### src/rtl/tetris_pkg.sv
// Shared Tetris definitions: block-type codes, board geometry defaults and the
// falling-piece descriptor with its 4x4 box hit test.
package tetris_pkg;

  typedef enum logic [2:0] {
    NOBLOCK = 3'd0,
    CYAN    = 3'd1,
    BLUE    = 3'd2,
    YELLOW  = 3'd3,
    GREEN   = 3'd4,
    PURPLE  = 3'd5,
    RED     = 3'd6,
    ORANGE  = 3'd7
  } blk_t;

  localparam int DEF_ORIGIN_X = 220;
  localparam int DEF_ORIGIN_Y = 40;
  localparam int DEF_CELL     = 20;
  localparam int DEF_COLS     = 10;
  localparam int DEF_ROWS     = 20;

  localparam int BOARD_ADDR_W = 8;
  localparam int COORD_W      = 10;
  localparam int BLK_W        = 3;

  typedef struct packed {
    logic signed [4:0] col;
    logic signed [5:0] row;
    logic [15:0]       mask;
    logic [2:0]        ptype;
  } piece_t;

  // Offsets are formed modulo 128; a value in 0..3 has its upper five bits clear,
  // which rejects negative offsets without a signed compare.
  function automatic logic piece_hit(input logic [6:0] row, input logic [6:0] col,
                                     input piece_t pc);
    logic [6:0] pr;
    logic [6:0] pcd;
    pr  = row - {pc.row[5], pc.row};
    pcd = col - {{2{pc.col[4]}}, pc.col};
    if ((pr[6:2] == 5'd0) && (pcd[6:2] == 5'd0)) begin
      piece_hit = pc.mask[{pr[1:0], pcd[1:0]}];
    end else begin
      piece_hit = 1'b0;
    end
  endfunction

endpackage

### src/rtl/playfield_scanner_if.sv
// Pixel stream, falling-piece state and board-RAM port between the video/game
// logic (master) and playfield_scanner (slave).
interface playfield_scanner_if;
  import tetris_pkg::*;

  logic                    pix_en;
  logic [COORD_W-1:0]      x;
  logic [COORD_W-1:0]      y;
  logic                    active_in;
  logic                    hsync_in;
  logic                    vsync_in;
  logic signed [4:0]       piece_col;
  logic signed [5:0]       piece_row;
  logic [15:0]             piece_mask;
  logic [BLK_W-1:0]        piece_type;
  logic [BOARD_ADDR_W-1:0] board_addr;
  logic [BLK_W-1:0]        board_data;
  logic [BLK_W-1:0]        blktype;
  logic                    in_field;
  logic                    cell_edge;
  logic                    active_out;
  logic                    hsync_out;
  logic                    vsync_out;

  modport master (
    output pix_en, x, y, active_in, hsync_in, vsync_in,
    output piece_col, piece_row, piece_mask, piece_type, board_data,
    input  board_addr, blktype, in_field, cell_edge, active_out, hsync_out, vsync_out
  );

  modport slave (
    input  pix_en, x, y, active_in, hsync_in, vsync_in,
    input  piece_col, piece_row, piece_mask, piece_type, board_data,
    output board_addr, blktype, in_field, cell_edge, active_out, hsync_out, vsync_out
  );

endinterface

### src/rtl/pix_delay.sv
// N-deep, W-wide enabled shift register with a per-bit reset value; every stage
// is exposed so callers can tap intermediate alignment points.
module pix_delay #(
  parameter int            N         = 2,
  parameter int            W         = 1,
  parameter logic [W-1:0]  RESET_VAL = '0
) (
  input  logic                clk,
  input  logic                rst_n,
  input  logic                en_i,
  input  logic [W-1:0]        din_i,
  output logic [N-1:0][W-1:0] taps_o
);

  logic [N-1:0][W-1:0] pipe_q;

  // Shift one stage per enabled pixel; hold otherwise.
  always_ff @(posedge clk or negedge rst_n) begin
    if (!rst_n) begin
      pipe_q <= {N{RESET_VAL}};
    end else if (en_i) begin
      pipe_q[0] <= din_i;
      for (int i = 1; i < N; i++) begin
        pipe_q[i] <= pipe_q[i-1];
      end
    end
  end

  assign taps_o = pipe_q;

endmodule

### src/rtl/playfield_scanner.sv
// Pixel-rate playfield scan: counter-based cell addressing, board RAM fetch and
// falling-piece overlay, with sync/flags delayed to stay aligned with blktype.
module playfield_scanner
  import tetris_pkg::*;
#(
  parameter int ORIGIN_X = DEF_ORIGIN_X,
  parameter int ORIGIN_Y = DEF_ORIGIN_Y,
  parameter int CELL     = DEF_CELL,
  parameter int COLS     = DEF_COLS,
  parameter int ROWS     = DEF_ROWS
) (
  input logic                clk,
  input logic                rst_n,
  playfield_scanner_if.slave bus
);

  localparam int SUB_W = $clog2(CELL);
  localparam int COL_W = $clog2(COLS);
  localparam int ROW_W = $clog2(ROWS);

  localparam logic [COORD_W-1:0]      X_LO     = COORD_W'(ORIGIN_X);
  localparam logic [COORD_W-1:0]      X_HI     = COORD_W'(ORIGIN_X + COLS * CELL);
  localparam logic [COORD_W-1:0]      Y_LO     = COORD_W'(ORIGIN_Y);
  localparam logic [COORD_W-1:0]      Y_HI     = COORD_W'(ORIGIN_Y + ROWS * CELL);
  localparam logic [SUB_W-1:0]        SUB_LAST = SUB_W'(CELL - 1);
  localparam logic [BOARD_ADDR_W-1:0] ROW_STEP = BOARD_ADDR_W'(COLS);

  // Delay-line bit layout; syncs idle high.
  localparam int             DL_W   = 5;
  localparam int             DL_ACT = 4;
  localparam int             DL_HS  = 3;
  localparam int             DL_VS  = 2;
  localparam int             DL_IF  = 1;
  localparam int             DL_CE  = 0;
  localparam logic [DL_W-1:0] DL_RST = 5'b01100;

  logic [SUB_W-1:0]        subx_q, subx_d;
  logic [SUB_W-1:0]        suby_q, suby_d;
  logic [COL_W-1:0]        col_q, col_d;
  logic [ROW_W-1:0]        row_q, row_d;
  logic [BOARD_ADDR_W-1:0] row_base_q, row_base_d;
  logic [BOARD_ADDR_W-1:0] board_addr_q, board_addr_d;
  logic                    vsync_prev_q;
  piece_t                  piece_q, piece_d;
  logic [BLK_W-1:0]        blktype_q, blktype_d;

  logic                    in_field_s;
  logic                    cell_edge_s;
  logic                    vsync_fall_s;
  logic                    hit_s;
  logic [DL_W-1:0]         dl_in_s;
  logic [1:0][DL_W-1:0]    dl_taps_s;
  logic                    unused_taps_s;

  // Horizontal cell tracking: restart at the field's left edge, wrap every CELL pixels.
  always_comb begin
    subx_d = subx_q;
    col_d  = col_q;
    if (bus.x == X_LO) begin
      subx_d = '0;
      col_d  = '0;
    end else if (subx_q == SUB_LAST) begin
      subx_d = '0;
      col_d  = col_q + COL_W'(1);
    end else begin
      subx_d = subx_q + SUB_W'(1);
    end
  end

  // Vertical cell tracking: advances once per line on x==0, restarts on the first field line.
  always_comb begin
    suby_d     = suby_q;
    row_d      = row_q;
    row_base_d = row_base_q;
    if (bus.x == '0) begin
      if (bus.y == Y_LO) begin
        suby_d     = '0;
        row_d      = '0;
        row_base_d = '0;
      end else if (suby_q == SUB_LAST) begin
        suby_d     = '0;
        row_d      = row_q + ROW_W'(1);
        row_base_d = row_base_q + ROW_STEP;
      end else begin
        suby_d = suby_q + SUB_W'(1);
      end
    end else begin
      suby_d     = suby_q;
      row_d      = row_q;
      row_base_d = row_base_q;
    end
  end

  // Field window comes straight from x/y so stale counters can never fake it.
  always_comb begin
    in_field_s   = (bus.x >= X_LO) && (bus.x < X_HI) && (bus.y >= Y_LO) && (bus.y < Y_HI);
    cell_edge_s  = in_field_s && ((subx_d == '0) || (suby_d == '0));
    board_addr_d = board_addr_q;
    if (in_field_s) begin
      board_addr_d = row_base_d + BOARD_ADDR_W'(col_d);
    end else begin
      board_addr_d = board_addr_q;
    end
  end

  // Piece inputs are sampled only at the vsync falling edge so a frame never tears.
  always_comb begin
    vsync_fall_s = vsync_prev_q && !bus.vsync_in;
    piece_d      = piece_q;
    if (vsync_fall_s) begin
      piece_d.col   = bus.piece_col;
      piece_d.row   = bus.piece_row;
      piece_d.mask  = bus.piece_mask;
      piece_d.ptype = bus.piece_type;
    end else begin
      piece_d = piece_q;
    end
  end

  // Stage 1: col_q/row_q now describe the pixel whose RAM data is arriving.
  always_comb begin
    hit_s     = piece_hit(7'(row_q), 7'(col_q), piece_q);
    blktype_d = NOBLOCK;
    if (!dl_taps_s[0][DL_IF]) begin
      blktype_d = NOBLOCK;
    end else if (hit_s) begin
      blktype_d = piece_q.ptype;
    end else begin
      blktype_d = bus.board_data;
    end
  end

  // All scan state advances on pix_en only.
  always_ff @(posedge clk or negedge rst_n) begin
    if (!rst_n) begin
      subx_q       <= '0;
      suby_q       <= '0;
      col_q        <= '0;
      row_q        <= '0;
      row_base_q   <= '0;
      board_addr_q <= '0;
      vsync_prev_q <= 1'b1;
      piece_q      <= '0;
      blktype_q    <= '0;
    end else if (bus.pix_en) begin
      subx_q       <= subx_d;
      suby_q       <= suby_d;
      col_q        <= col_d;
      row_q        <= row_d;
      row_base_q   <= row_base_d;
      board_addr_q <= board_addr_d;
      vsync_prev_q <= bus.vsync_in;
      piece_q      <= piece_d;
      blktype_q    <= blktype_d;
    end
  end

  assign dl_in_s = {bus.active_in, bus.hsync_in, bus.vsync_in, in_field_s, cell_edge_s};

  pix_delay #(
    .N         (2),
    .W         (DL_W),
    .RESET_VAL (DL_RST)
  ) u_pix_delay (
    .clk    (clk),
    .rst_n  (rst_n),
    .en_i   (bus.pix_en),
    .din_i  (dl_in_s),
    .taps_o (dl_taps_s)
  );

  assign unused_taps_s = ^{dl_taps_s[0][DL_ACT], dl_taps_s[0][DL_HS],
                           dl_taps_s[0][DL_VS], dl_taps_s[0][DL_CE]};

  assign bus.board_addr = board_addr_q;
  assign bus.blktype    = blktype_q;
  assign bus.in_field   = dl_taps_s[1][DL_IF];
  assign bus.cell_edge  = dl_taps_s[1][DL_CE];
  assign bus.active_out = dl_taps_s[1][DL_ACT];
  assign bus.hsync_out  = dl_taps_s[1][DL_HS];
  assign bus.vsync_out  = dl_taps_s[1][DL_VS];

endmodule

### src/flat_wrapper.sv
// flat-port wrapper written by rule: the top's interface ports become plain ports
module playfield_scanner_flat import tetris_pkg::*;
#(
  parameter int ORIGIN_X = DEF_ORIGIN_X,
  parameter int ORIGIN_Y = DEF_ORIGIN_Y,
  parameter int CELL     = DEF_CELL,
  parameter int COLS     = DEF_COLS,
  parameter int ROWS     = DEF_ROWS
)
  (clk, rst_n, bus_pix_en, bus_x, bus_y, bus_active_in, bus_hsync_in, bus_vsync_in, bus_piece_col, bus_piece_row, bus_piece_mask, bus_piece_type, bus_board_data, bus_board_addr, bus_blktype, bus_in_field, bus_cell_edge, bus_active_out, bus_hsync_out, bus_vsync_out);
  playfield_scanner_if bus_i ();
  input logic clk;
  input logic rst_n;
  input wire logic [$bits(bus_i.pix_en)-1:0] bus_pix_en;
  input wire logic [$bits(bus_i.x)-1:0] bus_x;
  input wire logic [$bits(bus_i.y)-1:0] bus_y;
  input wire logic [$bits(bus_i.active_in)-1:0] bus_active_in;
  input wire logic [$bits(bus_i.hsync_in)-1:0] bus_hsync_in;
  input wire logic [$bits(bus_i.vsync_in)-1:0] bus_vsync_in;
  input wire logic [$bits(bus_i.piece_col)-1:0] bus_piece_col;
  input wire logic [$bits(bus_i.piece_row)-1:0] bus_piece_row;
  input wire logic [$bits(bus_i.piece_mask)-1:0] bus_piece_mask;
  input wire logic [$bits(bus_i.piece_type)-1:0] bus_piece_type;
  input wire logic [$bits(bus_i.board_data)-1:0] bus_board_data;
  output wire logic [$bits(bus_i.board_addr)-1:0] bus_board_addr;
  output wire logic [$bits(bus_i.blktype)-1:0] bus_blktype;
  output wire logic [$bits(bus_i.in_field)-1:0] bus_in_field;
  output wire logic [$bits(bus_i.cell_edge)-1:0] bus_cell_edge;
  output wire logic [$bits(bus_i.active_out)-1:0] bus_active_out;
  output wire logic [$bits(bus_i.hsync_out)-1:0] bus_hsync_out;
  output wire logic [$bits(bus_i.vsync_out)-1:0] bus_vsync_out;
  assign bus_i.pix_en = bus_pix_en;
  assign bus_i.x = bus_x;
  assign bus_i.y = bus_y;
  assign bus_i.active_in = bus_active_in;
  assign bus_i.hsync_in = bus_hsync_in;
  assign bus_i.vsync_in = bus_vsync_in;
  assign bus_i.piece_col = bus_piece_col;
  assign bus_i.piece_row = bus_piece_row;
  assign bus_i.piece_mask = bus_piece_mask;
  assign bus_i.piece_type = bus_piece_type;
  assign bus_i.board_data = bus_board_data;
  assign bus_board_addr = bus_i.board_addr;
  assign bus_blktype = bus_i.blktype;
  assign bus_in_field = bus_i.in_field;
  assign bus_cell_edge = bus_i.cell_edge;
  assign bus_active_out = bus_i.active_out;
  assign bus_hsync_out = bus_i.hsync_out;
  assign bus_vsync_out = bus_i.vsync_out;
  playfield_scanner #(.ORIGIN_X(ORIGIN_X), .ORIGIN_Y(ORIGIN_Y), .CELL(CELL), .COLS(COLS), .ROWS(ROWS)) u_core (.clk(clk), .rst_n(rst_n), .bus(bus_i));
endmodule
### config.mk
export PLATFORM = sky130hd
export DESIGN_NAME = playfield_scanner_flat
export DESIGN_NICKNAME = d
export VERILOG_FILES = /design/src/rtl/tetris_pkg.sv /design/src/rtl/playfield_scanner_if.sv /design/src/rtl/pix_delay.sv /design/src/rtl/playfield_scanner.sv /design/src/flat_wrapper.sv
export SDC_FILE = /design/constraint.sdc
export NUM_CORES = 1
export LEC_CHECK = 0
export ABC_AREA = 1
export BUFFER_PORTS_ARGS = -buffer_cell sky130_fd_sc_hd__buf_2
export CAP_MARGIN = 20
export CORE_MARGIN = 2
export CORE_UTILIZATION = 40
export CTS_CLUSTER_SIZE = 12
export DETAILED_ROUTE_END_ITERATION = 7
export GPL_TIMING_DRIVEN = 0
export PLACE_DENSITY = 0.64
export SYNTH_ARGS = -nofsm -noshare
export SYNTH_HDL_FRONTEND = slang
export SYNTH_SLANG_ARGS = --single-unit
### constraint.sdc
create_clock -name clk -period 2.44 [get_ports clk]
set_input_delay 0.122 -clock clk [delete_from_list [all_inputs] [get_ports clk]]
set_output_delay 0.122 -clock clk [all_outputs]
set_load 0.02 [all_outputs]
==> results.md <==
| Quantity | Reported |
|---|---|
| Outcome | finished, violations left |
| Failing checks | setup timing |
| Total Routing Usage GR | 18.6% |
| Worst Path Max Fanout | 4 |
| PwrDens | 720 nW/um2 |
| Number of buffers on the longest clock path | 2 |
| WS Path Type | reg2reg |
| Clock transition at the registers of the reported paths | 0.08 ns |
| Class of the worst hold path | in2reg |
| Final setup slack of the worst path | -0.00890 ns |
| Net count after synthesis | 619 |
| Clock tree from TritonCTS | done |
| Min-Delay Path Depth | 3 |
| Synth Instances | 539 |
| Arrival time of data at the critical path endpoint | 2.71 ns |
| Maximum vdd ir drop | 0.000304 V |
| Top cells by area, synth | sky130_fd_sc_hd__dfrtp_1, sky130_fd_sc_hd__nand2_1, sky130_fd_sc_hd__mux2_2 |
| Final worst path period share | 100% |
| Die H | 110 um |
| Slew of the pin with the lowest slew margin | 0.502 ns |
| Fmax | 408 MHz |
| Final Core Density | 52.8% |
| Number of vias after detailed routing | 4,043 |
| RSZ-0062 raised after global routing | true |
| Htree depth | 3 |
| Nets | 746 |
| Starting DRT DRC Count | 211 |
| Antenna violation net count after detailed routing | 0 |
| Worst-case clock skew | 0.00942 ns |
| Port Buf Inserts | 73 |
| Maxcap violations | 0 |
| Core area | 10,900 um2 |
| Synth-to-layout area growth | 28.1% |
| Synth async-reset ratio | 100% |
| Rows | 38 |
| Die width | 110 um |
| Residual overflow from global routing | 0 |
| Initial core utilization | 41.2% |
| Biggest area consumer among synthesized cells | sky130_fd_sc_hd__dfrtp_1 |
| Critical path data required time | 2.70 ns |
| Boundary Pins | 75 |
| Leakage power figure | 2.90 nW |
| Commonest register cell after synthesis | sky130_fd_sc_hd__dfrtp_1 |
| Cell area after synthesis | 4490 um2 |
| Layout cell share with drive strength beyond 1 | 27.6% |
| Count of final setup violators | 1 |
| Number of antenna violations at the first check in global routing | 0 |
| Via count of the first global-routing pass | 3,926 |
| Worst reg-to-reg path cell count | 17 |
| Finished layout cell area | 5750 um2 |
| Synth top area share | 41.3% |
| Fill count | 1,035 |
| Final TNS setup | -0.00890 ns |
| CTS buffer count | 9 |
| Weighted congestion at the end of routability-driven global placement | 0.817 |
| Slew HR | 66.5% |
| Most numerous cell types in the synthesized netlist | sky130_fd_sc_hd__nand2_1, sky130_fd_sc_hd__dfrtp_1, sky130_fd_sc_hd__inv_1 |
| Synth Register Bits | 78 |
| Clock period minus worst slack | 2.45 ns |
| First-pass GRT wire length | 17,500 um |
| Total Wirelength | 10,700 um |
| # DRC | 0 |
| Distinct cell type count after synthesis | 40 |
| Final Hold Vio Count | 0 |
| DR vias/cell | 4.99 |
| Clk sinks | 78 |
| Diodes inserted | 0 |
| HPWL reported at the end of detailed placement | 7550 um |
| Worst skew pair latency | 0.36 ns |
| Floorplan die area | 12,100 um2 |
| Buffer cell driving the clock tree root | sky130_fd_sc_hd__clkbuf_8 |
| Count of final max-slew check failures | 0 |
| Yosys Warn Count | 0 |
| Sequential-to-total area share from yosys stat | 43.6% |
| Post-place instance area | 5060 um2 |
| Number of synthesized flops with an enable pin | 0 |
| Launching element type of the critical path | flip-flop |
| CP endpoint kind | flip-flop |
| Maximum number of pins on one net before global-route repair | 53 |
| Syn avg cell area | 8.32 um2 |
| WL per Instance | 13.2 um |
| DR pass1 iterations | 5 |
| Most frequent cell after synthesis | sky130_fd_sc_hd__nand2_1 |
==> cell families (layout without fill, tap and decap cells) <==
family / after synthesis / in the layout / synth area share (%)
flip-flops: 78 / 78 / 43.6
AO/OA/AOI/OAI: 74 / 74 / 8.81
adder cells (fa/ha/maj): 21 / 21 / 6.36
multiplexers: 21 / 21 / 5.27
AND/OR/NAND/NOR: 257 / 257 / 26.9
XOR/XNOR: 10 / 10 / 1.95
buffers and inverters: 78 / 210 / 7.11
==> placed cells by master (no fill, tap or decap), types with 3 or more instances in the layout <==
cell and n:
sky130_fd_sc_hd__nor2_1 43, sky130_fd_sc_hd__mux2_2 21, sky130_fd_sc_hd__a21oi_1 16, sky130_fd_sc_hd__ha_1 13
sky130_fd_sc_hd__buf_4 19, sky130_fd_sc_hd__nor2_2 9, sky130_fd_sc_hd__inv_2 7, sky130_fd_sc_hd__dfrtp_1 72
sky130_fd_sc_hd__a21o_1 3, sky130_fd_sc_hd__nand4_1 15, sky130_fd_sc_hd__dfstp_2 4, sky130_fd_sc_hd__nor2_4 3
sky130_fd_sc_hd__buf_2 77, sky130_fd_sc_hd__nand2_1 128, sky130_fd_sc_hd__xnor2_1 3, sky130_fd_sc_hd__xor2_1 7
sky130_fd_sc_hd__o21ai_0 38, sky130_fd_sc_hd__o21ai_1 8, sky130_fd_sc_hd__nand2_2 6, sky130_fd_sc_hd__nand3_1 39
sky130_fd_sc_hd__ha_4 5, sky130_fd_sc_hd__inv_1 55, sky130_fd_sc_hd__clkbuf_1 9, sky130_fd_sc_hd__clkbuf_8 10
sky130_fd_sc_hd__nor3_1 3, sky130_fd_sc_hd__dlygate4sd3_1 24
==> state kept, by name, indices dropped and copies added, names as in the netlist <==
name,flops
u_core.bus.blktype,3
u_core.bus.board_addr,8
u_core.col_q,4
u_core.piece_q,30
u_core.row_base_q,8
u_core.row_q,5
u_core.subx_q,5
u_core.suby_q,5
u_core.u_pix_delay.taps_o,10
==> path summary, 6_finish.rpt <==
kind	end	slack [ns]	start
max	u_core.bus.board_addr[7]$_DFFE_PN0P_	-0.009	u_core.subx_q[1]$_DFFE_PN0P_
max in group asynchronous	u_core.u_pix_delay.taps_o[3]$_DFFE_PN1P_	1.58	rst_n
max reg2reg	u_core.bus.board_addr[7]$_DFFE_PN0P_	-0.009	u_core.subx_q[1]$_DFFE_PN0P_
min in group asynchronous	u_core.piece_q[11]$_DFFE_PN0P_	0.22	rst_n
min	u_core.piece_q[21]$_DFFE_PN0P_	0.006	bus_piece_row[2]
min reg2reg	u_core.u_pix_delay.taps_o[3]$_DFFE_PN1P_	0.46	u_core.u_pix_delay.taps_o[3]$_DFFE_PN1P_
==> routing by layer <==
metal / up-vias / global-route usage, % / routed length, um
met1: 1936 / 22.9 / 4660
met5: - / 0 / 0
met3: 16 / 4.09 / 482
li1: 2008 / - / -
met4: 0 / 6.42 / 213
met2: 83 / 31.9 / 5330
==> metrics by stage <==
stage	hold WS [ns]	power, mW	setup WS, ns	std cells
2_1_floorplan	-0.174	2.52	0.0302	539
5_1_grt	0.0131	4.44	-0.165	811
3_3_place_gp	0.327	2.83	-0.299	752
3_5_place_dp	0.0678	2.88	-0.326	753
4_1_cts	0.00158	4.05	0.0121	803
6_report	0.00588	4.14	-0.00890	811
==> report_power, final <==
group          internal [mW]  switching, mW  total, mW
logic                  0.604          0.749       1.35
clock network          0.602          0.470       1.07
registers               1.54          0.171       1.71
==> final cells by class <==
class                   count  area [um2]  share of cell area (%)
flip-flops and latches     78        1960                    34.1
repair buffers            116         771                    13.4
clock inverters             4        70.1                    1.22
well taps                 140         175                    3.05
multi-input cells         383        2310                    40.2
plain buffers              15        77.6                    1.35
inverters                  63         241                    4.20
clock buffers              12         145                    2.53
==> critical path: stages (launching register included) <==
cell                      delay [ns]
sky130_fd_sc_hd__dfrtp_1        0.42
sky130_fd_sc_hd__ha_4           0.18
sky130_fd_sc_hd__nand4_1        0.10
sky130_fd_sc_hd__inv_2          0.07
sky130_fd_sc_hd__buf_4          0.14
sky130_fd_sc_hd__a21o_1         0.15
sky130_fd_sc_hd__nand3_1        0.07
sky130_fd_sc_hd__inv_1          0.09
sky130_fd_sc_hd__ha_4           0.28
sky130_fd_sc_hd__nand3_1        0.10
sky130_fd_sc_hd__nand2_2        0.11
sky130_fd_sc_hd__nand2_1        0.06
sky130_fd_sc_hd__nand2_1        0.06
sky130_fd_sc_hd__nand4_1        0.12
sky130_fd_sc_hd__nor2_1         0.18
sky130_fd_sc_hd__nand3_1        0.09
sky130_fd_sc_hd__nand3_1        0.08
sky130_fd_sc_hd__nand2_1        0.05
==> what timing repair did <==
action / CTS / global route
endpoints found under the hold margin: 49 / 0
hold buffers: 24 / 0
gates resized for setup: 11 / 15
buffers inserted: 10 / 8
gates cloned: 0 / 0
pin swaps: 5 / 9
setup endpoints to repair: 4 / 7
(Power assumes the default switching activity.)
